$ cat config.mk
export PLATFORM = sky130hd
export DESIGN_NAME = cpu_useq_flat
export DESIGN_NICKNAME = d
export VERILOG_FILES = /design/src/rtl/cpu_useq_if.sv /design/src/rtl/cpu_useq.sv /design/src/flat_wrapper.sv
export SDC_FILE = /design/constraint.sdc
export NUM_CORES = 1
export LEC_CHECK = 0
export CELL_PAD_IN_SITES_DETAIL_PLACEMENT = 2
export CELL_PAD_IN_SITES_GLOBAL_PLACEMENT = 2
export CORE_MARGIN = 8
export CORE_UTILIZATION = 14
export CTS_BUF_LIST = sky130_fd_sc_hd__clkbuf_16
export DETAILED_ROUTE_END_ITERATION = 10
export HOLD_SLACK_MARGIN = 0.03
export PLACE_DENSITY_LB_ADDON = 0.1
export SLEW_MARGIN = 20
export SYNTH_ARGS = -nofsm -noshare
export SYNTH_HDL_FRONTEND = slang
export SYNTH_SLANG_ARGS = --single-unit
$ cat constraint.sdc
create_clock -name clk -period 2.5 [get_ports clk]
set_input_delay 0.75 -clock clk [delete_from_list [all_inputs] [get_ports clk]]
set_output_delay 0.75 -clock clk [all_outputs]
set_load 0.005 [all_outputs]
$ cat src/rtl/cpu_useq_if.sv
// cpu_useq_if: sequencer bus bundling ROM access, datapath flags/handshake and control outputs.
interface cpu_useq_if #(
   parameter int OPC_W  = 4,
   parameter int CTRL_W = 15,
   parameter int FLAG_W = 2,
   parameter int STEP_W = 3
);
   localparam int CSEL_W = (FLAG_W > 2) ? $clog2(FLAG_W) : 1;
   localparam int UW_W   = CTRL_W + 5 + CSEL_W;
   logic [OPC_W-1:0]        reg_ir;
   logic [FLAG_W-1:0]       flag_lines;
   logic                    mem_ready;
   logic                    run;
   logic                    step_req;
   logic [OPC_W+STEP_W-1:0] uaddr;
   logic [UW_W-1:0]         uword;
   logic [CTRL_W-1:0]       control_lines;
   logic                    instr_done;
   logic                    halted;
   logic                    ucode_err;
   modport master (
      input  reg_ir, flag_lines, mem_ready, run, step_req, uword,
      output uaddr, control_lines, instr_done, halted, ucode_err
   );
   modport slave (
      output reg_ir, flag_lines, mem_ready, run, step_req, uword,
      input  uaddr, control_lines, instr_done, halted, ucode_err
   );
endinterface

$ cat src/rtl/cpu_useq.sv
// cpu_useq: microcode sequencer; fixed two-step fetch, then execute steps read from an async ROM at {opcode, step}.
module cpu_useq #(
   parameter int OPC_W  = 4,
   parameter int CTRL_W = 15,
   parameter int FLAG_W = 2,
   parameter int STEP_W = 3,
   parameter logic [CTRL_W-1:0] FETCH0_CW = '0,
   parameter logic [CTRL_W-1:0] FETCH1_CW = '0
) (
   input logic clk,
   input logic rst,
   cpu_useq_if.master bus
);
   localparam int CSEL_W = (FLAG_W > 2) ? $clog2(FLAG_W) : 1;
   localparam int FE_W   = 1 << CSEL_W;
   typedef enum logic [2:0] {FETCH0, FETCH1, EXEC, PAUSE, HALT} state_t;
   state_t             state, nstate;
   logic [STEP_W-1:0]  step, nstep;
   logic               ucode_err, err_set;
   logic [CTRL_W-1:0]  cl;
   logic               done, fin;
   logic [CTRL_W-1:0]  u_ctrl;
   logic               u_end, u_hlt, u_wait, u_cen, u_pol;
   logic [CSEL_W-1:0]  u_sel;
   logic [FE_W-1:0]    flag_ext;
   logic               cond_ok;
   assign u_ctrl   = bus.uword[CTRL_W-1:0];
   assign u_end    = bus.uword[CTRL_W];
   assign u_hlt    = bus.uword[CTRL_W+1];
   assign u_wait   = bus.uword[CTRL_W+2];
   assign u_cen    = bus.uword[CTRL_W+3];
   assign u_pol    = bus.uword[CTRL_W+4];
   assign u_sel    = bus.uword[CTRL_W+5 +: CSEL_W];
   // Zero-extending the flags makes out-of-range selects read as 0.
   assign flag_ext = FE_W'(bus.flag_lines);
   assign cond_ok  = !u_cen || (flag_ext[u_sel] == u_pol);
   always_ff @(posedge clk) begin
      if (rst) begin
         state     <= FETCH0;
         step      <= '0;
         ucode_err <= 1'b0;
      end else begin
         state     <= nstate;
         step      <= nstep;
         ucode_err <= ucode_err | err_set;
      end
   end
   always_comb begin
      nstate  = state;
      nstep   = step;
      cl      = '0;
      done    = 1'b0;
      fin     = 1'b0;
      err_set = 1'b0;
      case (state)
         FETCH0: begin
            cl     = FETCH0_CW;
            nstate = FETCH1;
         end
         FETCH1: if (bus.mem_ready) begin
            cl     = FETCH1_CW;
            nstate = EXEC;
            nstep  = '0;
         end
         EXEC: if (!(u_wait && !bus.mem_ready)) begin
            if (!cond_ok) fin = 1'b1;
            else begin
               cl = u_ctrl;
               if (u_hlt) begin
                  nstate = HALT;
                  nstep  = '0;
                  done   = 1'b1;
               end else if (u_end) fin = 1'b1;
               else if (&step) begin
                  err_set = 1'b1;
                  fin     = 1'b1;
               end else nstep = step + 1'b1;
            end
         end
         PAUSE: nstate = (bus.step_req || bus.run) ? FETCH0 : PAUSE;
         default: ;
      endcase
      if (fin) begin
         done   = 1'b1;
         nstep  = '0;
         nstate = bus.run ? FETCH0 : PAUSE;
      end
   end
   assign bus.uaddr         = {bus.reg_ir, step};
   assign bus.control_lines = rst ? '0 : cl;
   assign bus.instr_done    = !rst && done;
   assign bus.halted        = !rst && state == HALT;
   assign bus.ucode_err     = ucode_err;
endmodule

$ cat src/flat_wrapper.sv
// flat-port wrapper written by rule: the top's interface ports become plain ports
module cpu_useq_flat 
#(
   parameter int OPC_W  = 4,
   parameter int CTRL_W = 15,
   parameter int FLAG_W = 2,
   parameter int STEP_W = 3,
   parameter logic [CTRL_W-1:0] FETCH0_CW = '0,
   parameter logic [CTRL_W-1:0] FETCH1_CW = '0
)
  (clk, rst, bus_reg_ir, bus_flag_lines, bus_mem_ready, bus_run, bus_step_req, bus_uword, bus_uaddr, bus_control_lines, bus_instr_done, bus_halted, bus_ucode_err);
  cpu_useq_if #(.OPC_W(OPC_W), .CTRL_W(CTRL_W), .FLAG_W(FLAG_W), .STEP_W(STEP_W)) bus_i ();
  input logic clk;
  input logic rst;
  input wire logic [$bits(bus_i.reg_ir)-1:0] bus_reg_ir;
  input wire logic [$bits(bus_i.flag_lines)-1:0] bus_flag_lines;
  input wire logic [$bits(bus_i.mem_ready)-1:0] bus_mem_ready;
  input wire logic [$bits(bus_i.run)-1:0] bus_run;
  input wire logic [$bits(bus_i.step_req)-1:0] bus_step_req;
  input wire logic [$bits(bus_i.uword)-1:0] bus_uword;
  output wire logic [$bits(bus_i.uaddr)-1:0] bus_uaddr;
  output wire logic [$bits(bus_i.control_lines)-1:0] bus_control_lines;
  output wire logic [$bits(bus_i.instr_done)-1:0] bus_instr_done;
  output wire logic [$bits(bus_i.halted)-1:0] bus_halted;
  output wire logic [$bits(bus_i.ucode_err)-1:0] bus_ucode_err;
  assign bus_i.reg_ir = bus_reg_ir;
  assign bus_i.flag_lines = bus_flag_lines;
  assign bus_i.mem_ready = bus_mem_ready;
  assign bus_i.run = bus_run;
  assign bus_i.step_req = bus_step_req;
  assign bus_i.uword = bus_uword;
  assign bus_uaddr = bus_i.uaddr;
  assign bus_control_lines = bus_i.control_lines;
  assign bus_instr_done = bus_i.instr_done;
  assign bus_halted = bus_i.halted;
  assign bus_ucode_err = bus_i.ucode_err;
  cpu_useq #(.OPC_W(OPC_W), .CTRL_W(CTRL_W), .FLAG_W(FLAG_W), .STEP_W(STEP_W), .FETCH0_CW(FETCH0_CW), .FETCH1_CW(FETCH1_CW)) u_core (.clk(clk), .rst(rst), .bus(bus_i));
endmodule
==> summary.md, run 1 <==
| Metric | Value |
|---|---|
| Initial Util | 0.147 |
| # DRC | 0 |
| Yosys Warn Count | 0 |
| Synth Flop Type | dfxtp_1 |
| Max Cap Violations | 0 |
| Total track usage | 0.104 |
| Row count | 25 |
| Outcome | finished, violations left |
| Final max-slew violation count | 0 |
| H-tree depth | 1 |
| Routed Antenna Nets | 0 |
| Crit path required time | between 1.5 and 2 ns |
| Cell Pwr Density | between 400 and 500 nW/µm² |
| Slew headroom | 0.811 |
| Fill cell count | around 540 |
| Die area | roughly 7500 µm² |
| Mapped Area | about 700 µm² |
| Fraction of registers with async set/reset | 0 |
| Worst reg2reg startpoint | u_core.state[0] |
| Total CTS buffers | 3 |
| Nets@finish | a little under 200 |
| Avg Synthesized Cell Area | 7.55 µm² |
| Die Y | approximately 87 µm |
| Top-level I/O count | between 50 and 60 |
| Cts hold-fix bufs | 0 |
| Die X | a little under 90 µm |
| Critical-path maximum fanout | 7 |
| Clk_skew | between 0.004 and 0.005 ns |
| First-pass GRT wire length | ~6000 µm |
| Post-synth EDFFs | 0 |
| Worst hold path type | flop to flop |
| Fin. Hold Viols | 0 |
| Worst slew pin tran | roughly 0.28 ns |
| CTS tree | built |
| Reg-to-Reg End | u_core.state[0] |
| Crit. End Element | output pin |
| DR WL/cell | roughly 16 µm |
| Tmin final | 2.66 ns |
| Final Util | 0.332 |
| Setup crit start kind | primary input |
| Cells on worst reg2reg path | 7 |
| Post-DP HPWL | 3040 µm |
| Reg2Reg Setup Slack | 0.83 ns |
| Clk slew on worst S/H paths | around 0.04 ns |
| Worst vdd ir | around 0.26 mV |
| Number of global-route vias before repair | 1121 |
| Share of cells above drive strength 1 | 0.500 |
| CTS Buffer Depth | 2 |
| Syn Inst Count | 93 |
| Via density | 4.09 |
| Net Count, Synth | about 130 |
| Initial DRC Count | 31 |
| Core Area | 4790 µm² |
| Hold path start | u_core.bus.ucode_err |
| Worst hold endpoint | u_core.bus.ucode_err |
| GP Congestion | slightly above 0.7 |
| Pre-antenna DRT Iters | 3 |
| Worst hold path stage count | 2 |
| Drt total wl | 3760 µm |
| Initial antenna violation count | 0 |
| Largest net degree at the start of global routing | 10 |
| Final period util | 1.07 |
| Yosys reg bits | 7 |
| RSZ-0062 raised after global routing | yes |
| Vias | ~940 |
| Clk root buf | clkbuf_16 |
| WP data arrival | between 1.5 and 2 ns |
| Leak pwr | between 0.7 and 0.8 nW |
| Crit Path Class | primary input to output pin |
| Setup TNS Final | -2.17 ns |
| Final worst slack | -0.164 ns |
| Grt ovf | 0 |
| Final setup violation count | 16 |
| Post-synth cell types | 39 |
| I/O Buffers | between 40 and 50 |
| Clk sinks | 7 |
| Clock Latency Late Sink | 0.23 ns |
| Failing checks | negative setup slack |
| Diode count | 0 |
| Highest Clock Rate | between 0.3 and 0.4 GHz |
| Seq/Total Area, Yosys | 0.200 |
| Area grow syn2layout | 126% |
[worst max-delay path by stage]
stage	to	from	slack, ns
global route	bus_control_lines[12]	bus_uword[17]	-0.28
CTS	bus_control_lines[11]	bus_uword[20]	-0.16
detailed placement	bus_control_lines[8]	bus_uword[20]	-1.09
global placement	bus_control_lines[9]	bus_uword[20]	-1.06
finish	bus_control_lines[7]	bus_uword[20]	-0.16
floorplan	bus_control_lines[10]	bus_uword[20]	0.02
[stage by stage]
step | hold WS (ns) | area, µm² | power (mW) | setup slack, ns | cells
final | 0.492 | 1590 | 0.697 | -0.164 | 231
after global routing | 0.547 | 1590 | 0.742 | -0.280 | 231
after CTS | 0.496 | 1520 | 0.692 | -0.159 | 229
after detailed placement | 0.469 | 1350 | 0.383 | -1.09 | 218
after global placement | 0.471 | 1350 | 0.378 | -1.06 | 218
after floorplan | 0.465 | 702 | 0.258 | 0.0242 | 93
[kinds of logic after synthesis]
family	Yosys count	share of synthesized area
DFF	7	0.200
AOI/OAI and AO/OA	26	0.253
adders and majority gates	2	0.0356
muxes	2	0.0356
buffers and inverters	11	0.0980
and+or+nand+nor	45	0.378
[synthesized netlist by cell type, types with 4 or more instances]
library cell   n  area (µm²)
a21oi_1        7        35.0
buf_4          5        37.5
nand2_1        5        18.8
dfxtp_1        7         140
nor2_1         9        33.8
nand2b_1       4        25.0
and2_1        15        93.8
[placed cells by master, fill, tap and decap left out, drive strengths merged]
cell	Yosys	routed
or3	1	1
a211o	1	1
a211oi	3	3
mux2i	1	1
and4b	1	1
nand2b	5	5
o21a	1	1
nor4b	1	1
a41oi	2	2
nor4	1	1
nand3b	1	1
o31ai	1	1
buf	7	47
o221ai	1	1
nor2	10	11
dfxtp	7	7
and2	16	16
clkdlybuf4s15	0	2
a21o	1	1
nand2	5	5
dlygate4sd2	0	2
nor2b	1	1
o21ai	4	4
a221oi	1	1
a21oi	7	7
clkbuf	2	4
o21bai	2	2
mux2	1	1
o22ai	1	1
ha	2	2
nor3	3	3
inv	2	3
a22oi	1	1
clkdlybuf4s50	0	23
[final cells by class]
cell class,count,area [µm²],area share
timing repair buffer,75,697,0.439
multi-input combinational,76,582,0.366
sequential,7,140,0.0882
tap,67,83.8,0.0528
clock buffer,3,75.1,0.0472
inverter,2,7.51,0.00472
clock inverter,1,3.75,0.00236
[state kept, by name, summed over array words and instances (netlist names)]
name,count
u_core.bus.ucode_err,1
u_core.step,3
u_core.state,3
[worst max-delay path, stage by stage]
cell and delay, ns:
buf_6 0.07, mux2i_2 0.21, mux2_4 0.35, nand2_4 0.09, buf_12 0.10, nor2_4 0.05
and2_1 0.17, buf_2 0.12
[per-layer routing]
layer / vias to the layer above / GRT usage / share of wire
li1: 474 / - / -
met1: 460 / 0.114 / 0.41
met5: - / 0 / 0
met4: 0 / 0.0188 / 0.0032
met2: 8 / 0.200 / 0.57
met3: 2 / 0.0189 / 0.019
[power breakdown]
group | total (mW) | switching (mW) | internal, mW
clock | 0.276 | 0.0671 | 0.209
sequential | 0.127 | 0.00647 | 0.121
combinational | 0.294 | 0.129 | 0.166
total | 0.697 | 0.202 | 0.495
[what timing repair did]
| action | 4_1_cts | 5_1_grt |
|---|---|---|
| buffers inserted | 6 | 2 |
| resized for setup | 117 | 14 |
| pin swaps | 21 | 14 |
| gates cloned | 1 | 0 |
| setup endpoints to repair | 17 | 16 |
Note: power is estimated with default switching activity, not from simulation.
==> inputs of run 2 (changes only) <==
--- a/config.mk
+++ b/config.mk
@@ -13,6 +13,7 @@
 export DETAILED_ROUTE_END_ITERATION = 10
 export HOLD_SLACK_MARGIN = 0.03
 export PLACE_DENSITY_LB_ADDON = 0.1
+export SKIP_LAST_GASP = 1
 export SLEW_MARGIN = 20
 export SYNTH_ARGS = -nofsm -noshare
 export SYNTH_HDL_FRONTEND = slang
==> run 2 against run 1 <==
  * The run still ends with negative setup slack left
  * Sequential cell count did not move
  * Sequential power is essentially flat
  * Die area did not move
  * Global-route usage fell by 0.14 points
  * Non-clock buffer count did not move
  * Critical path type unchanged
  * Largest cell class unchanged
  * Largest power group unchanged
  * Highest routed layer unchanged
==> summary.md, run 2 (synthesized netlist as in run 1, its figures left out) <==
| Metric | Value |
|---|---|
| Reg2Reg Setup Slack | 0.82 ns (was 0.83 ns) |
| Drt total wl | 3700 µm (was 3760 µm) |
| Routed Antenna Nets | 0 (unchanged) |
| Worst reg2reg startpoint | u_core.step[1] (was u_core.state[0]) |
| Die X | 86.8 µm (unchanged) |
| Pre-antenna DRT Iters | 4 (was 3) |
| Area grow syn2layout | 126% (unchanged) |
| Tmin final | 2.66 ns (about the same) |
| Final Util | 0.332 (unchanged) |
| Leak pwr | 0.701 nW (unchanged) |
| Crit path buf inv count | 3 (unchanged) |
| Outcome | finished, violations left (unchanged) |
| Reg-to-Reg End | u_core.state[1] (was u_core.state[0]) |
| Final setup violation count | 16 (unchanged) |
| Clk sinks | 7 (unchanged) |
| Clock Latency Late Sink | 0.23 ns (about the same) |
| Share of cells above drive strength 1 | 0.500 (unchanged) |
| Initial antenna violation count | 0 (unchanged) |
| Worst slew pin tran | 0.283 ns (was 0.284 ns) |
| H-tree depth | 1 (unchanged) |
| CP max stage delay | 0.35 ns (about the same) |
| Most frequent cells in the layout | buf_4, clkdlybuf4s50_1, buf_6 (unchanged) |
| Number of global-route vias before repair | 1106 (was 1121) |
| Hold path start | u_core.bus.ucode_err (unchanged) |
| RSZ-0062 raised after global routing | yes (unchanged) |
| Crit path required time | 1.75 ns (about the same) |
| Cells on worst reg2reg path | 7 (unchanged) |
| Placed instance area | 1350 µm² (unchanged) |
| Setup crit start kind | primary input (unchanged) |
| Critical-path cell list | buf_6, mux2i_2, mux2_4, nand2_4, buf_12, nor2_4, and2_1, buf_2 (unchanged) |
| Critical-path maximum fanout | 7 (unchanged) |
| Worst path top cell family by delay | multiplexers (unchanged) |
| Post-DP HPWL | 3040 µm (unchanged) |
| Initial DRC Count | 29 (was 31) |
| Regs by FF count | u_core.state x3, u_core.step x3, u_core.bus.ucode_err x1 (unchanged) |
| P_int | 0.495 mW (about the same) |
| Switching power | 0.201 mW (was 0.202 mW) |
| Final max-slew violation count | 0 (unchanged) |
| Clk root buf | clkbuf_16 (unchanged) |
| Cts hold-fix bufs | 0 (unchanged) |
| Slew headroom | 0.811 (about the same) |
| Final Cell Area | 1590 µm² (unchanged) |
| Initial Util | 0.147 (unchanged) |
| First-pass GRT wire length | 6020 µm (was 6120 µm) |
| CTS tree | built (unchanged) |
| Worst hold path type | flop to flop (unchanged) |
| Seq pwr share | 0.183 (about the same) |
| GP Congestion | 0.728 (unchanged) |
| Clk slew on worst S/H paths | 0.04 ns (about the same) |
| Row count | 25 (unchanged) |
| Worst hold endpoint | u_core.bus.ucode_err (unchanged) |
| Crit Path Class | primary input to output pin (unchanged) |
| Top-level I/O count | 57 (unchanged) |
| Diode count | 0 (unchanged) |
| I/O Buffers | 48 (unchanged) |
| Grt ovf | 0 (unchanged) |
| Max Cap Violations | 0 (unchanged) |
| Total track usage | 0.102 (was 0.104) |
| Total CTS buffers | 3 (unchanged) |
| Dpl cells | 218 (unchanged) |
| Crit. End Element | output pin (unchanged) |
| Pre-CTS worst setup slack | -1.09 ns (unchanged) |
| Combinational power share | 0.421 (was 0.422) |
| Most common cell after layout, fill and taps aside | buf_4 (unchanged) |
| Vias | 943 (was 944) |
| DR WL/cell | 16.0 µm (was 16.3 µm) |
| Critical path's slowest cell | mux2_4 (unchanged) |
| Failing checks | negative setup slack (unchanged) |
| Fin. Hold Viols | 0 (unchanged) |
| Core Area | 4790 µm² (unchanged) |
| Highest Clock Rate | 0.375 GHz (about the same) |
| # DRC | 0 (unchanged) |
| Largest net degree at the start of global routing | 10 (unchanged) |
| Final non-filler cell total | 231 (unchanged) |
| Via density | 4.08 (was 4.09) |
| Sw frac | 0.289 (was 0.290) |
| Clk_skew | 0.00451 ns (was 0.00444 ns) |
| Die area | 7540 µm² (unchanged) |
| Total Power | 0.697 mW (about the same) |
| Cell Pwr Density | 438 nW/µm² (was 439 nW/µm²) |
| WP data arrival | 1.91 ns (about the same) |
| Final period util | 1.07 (about the same) |
| Nets@finish | 199 (unchanged) |
| Final worst slack | -0.164 ns (about the same) |
| Worst vdd ir | 0.259 mV (about the same) |
| CTS Buffer Depth | 2 (unchanged) |
| Die Y | 86.8 µm (unchanged) |
| Worst hold path stage count | 2 (unchanged) |
| Clk network pwr share | 0.396 (about the same) |
==> run 2: metrics by stage <==
step / TNS (ns) / hold slack (ns)
floorplan: 0 / 0.465
global placement: -17.21 / 0.471
detailed placement: -17.54 / 0.469
CTS: -2.08 / 0.496
global route: -3.36 / 0.547
finish: -2.11 / 0.493
==> run 2: cell type report <==
cell class              count  area [µm²]
repair buffers             75         697
multi-input cells          76         582
fillers                   536        3200
clock buffers               3        75.1
flip-flops and latches      7         140
well taps                  67        83.8
clock inverters             1        3.75
inverters                   2        7.51
==> run 2: how the worst max path moves through the flow <==
stage | cells after the start | startpoint | slack (ns) | to
finish | 8 | bus_uword[20] | -0.16 | bus_control_lines[7]
CTS | 8 | bus_uword[20] | -0.16 | bus_control_lines[11]
global placement | 7 | bus_uword[20] | -1.06 | bus_control_lines[9]
global route | 9 | bus_uword[17] | -0.27 | bus_control_lines[4]
detailed placement | 7 | bus_uword[20] | -1.09 | bus_control_lines[8]
floorplan | 6 | bus_uword[20] | 0.02 | bus_control_lines[10]
==> run 2: repair_timing <==
| action | 4_1_cts | 5_1_grt |
|---|---|---|
| cloned | 1 | 0 |
| resized for setup | 116 | 15 |
| pin swaps | 21 | 14 |
| buffers inserted | 6 | 2 |
| endpoints found under the setup margin | 17 | 16 |
==> run 2: power groups by stage <==
stage                     combinational [mW]  clock (mW)  sequential (mW)
after floorplan                        0.133           0            0.125
after global placement                 0.250           0            0.128
after detailed placement               0.254           0            0.129
after CTS                              0.286       0.278            0.128
after global routing                   0.322       0.290            0.128
final                                  0.293       0.276            0.127
==> run 2: tightest hold or removal path: stages (launching register included) <==
cell     delay [ns]
dfxtp_1        0.32
a41oi_1        0.05
nor2_1         0.08
==> run 2: per-layer routing <==
layer / global-route usage / share of wire / vias up
met3: 0.0189 / 0.019 / 2
met5: 0 / 0 / -
li1: - / - / 474
met4: 0.0188 / 0.0032 / 0
met1: 0.113 / 0.41 / 459
met2: 0.196 / 0.57 / 8
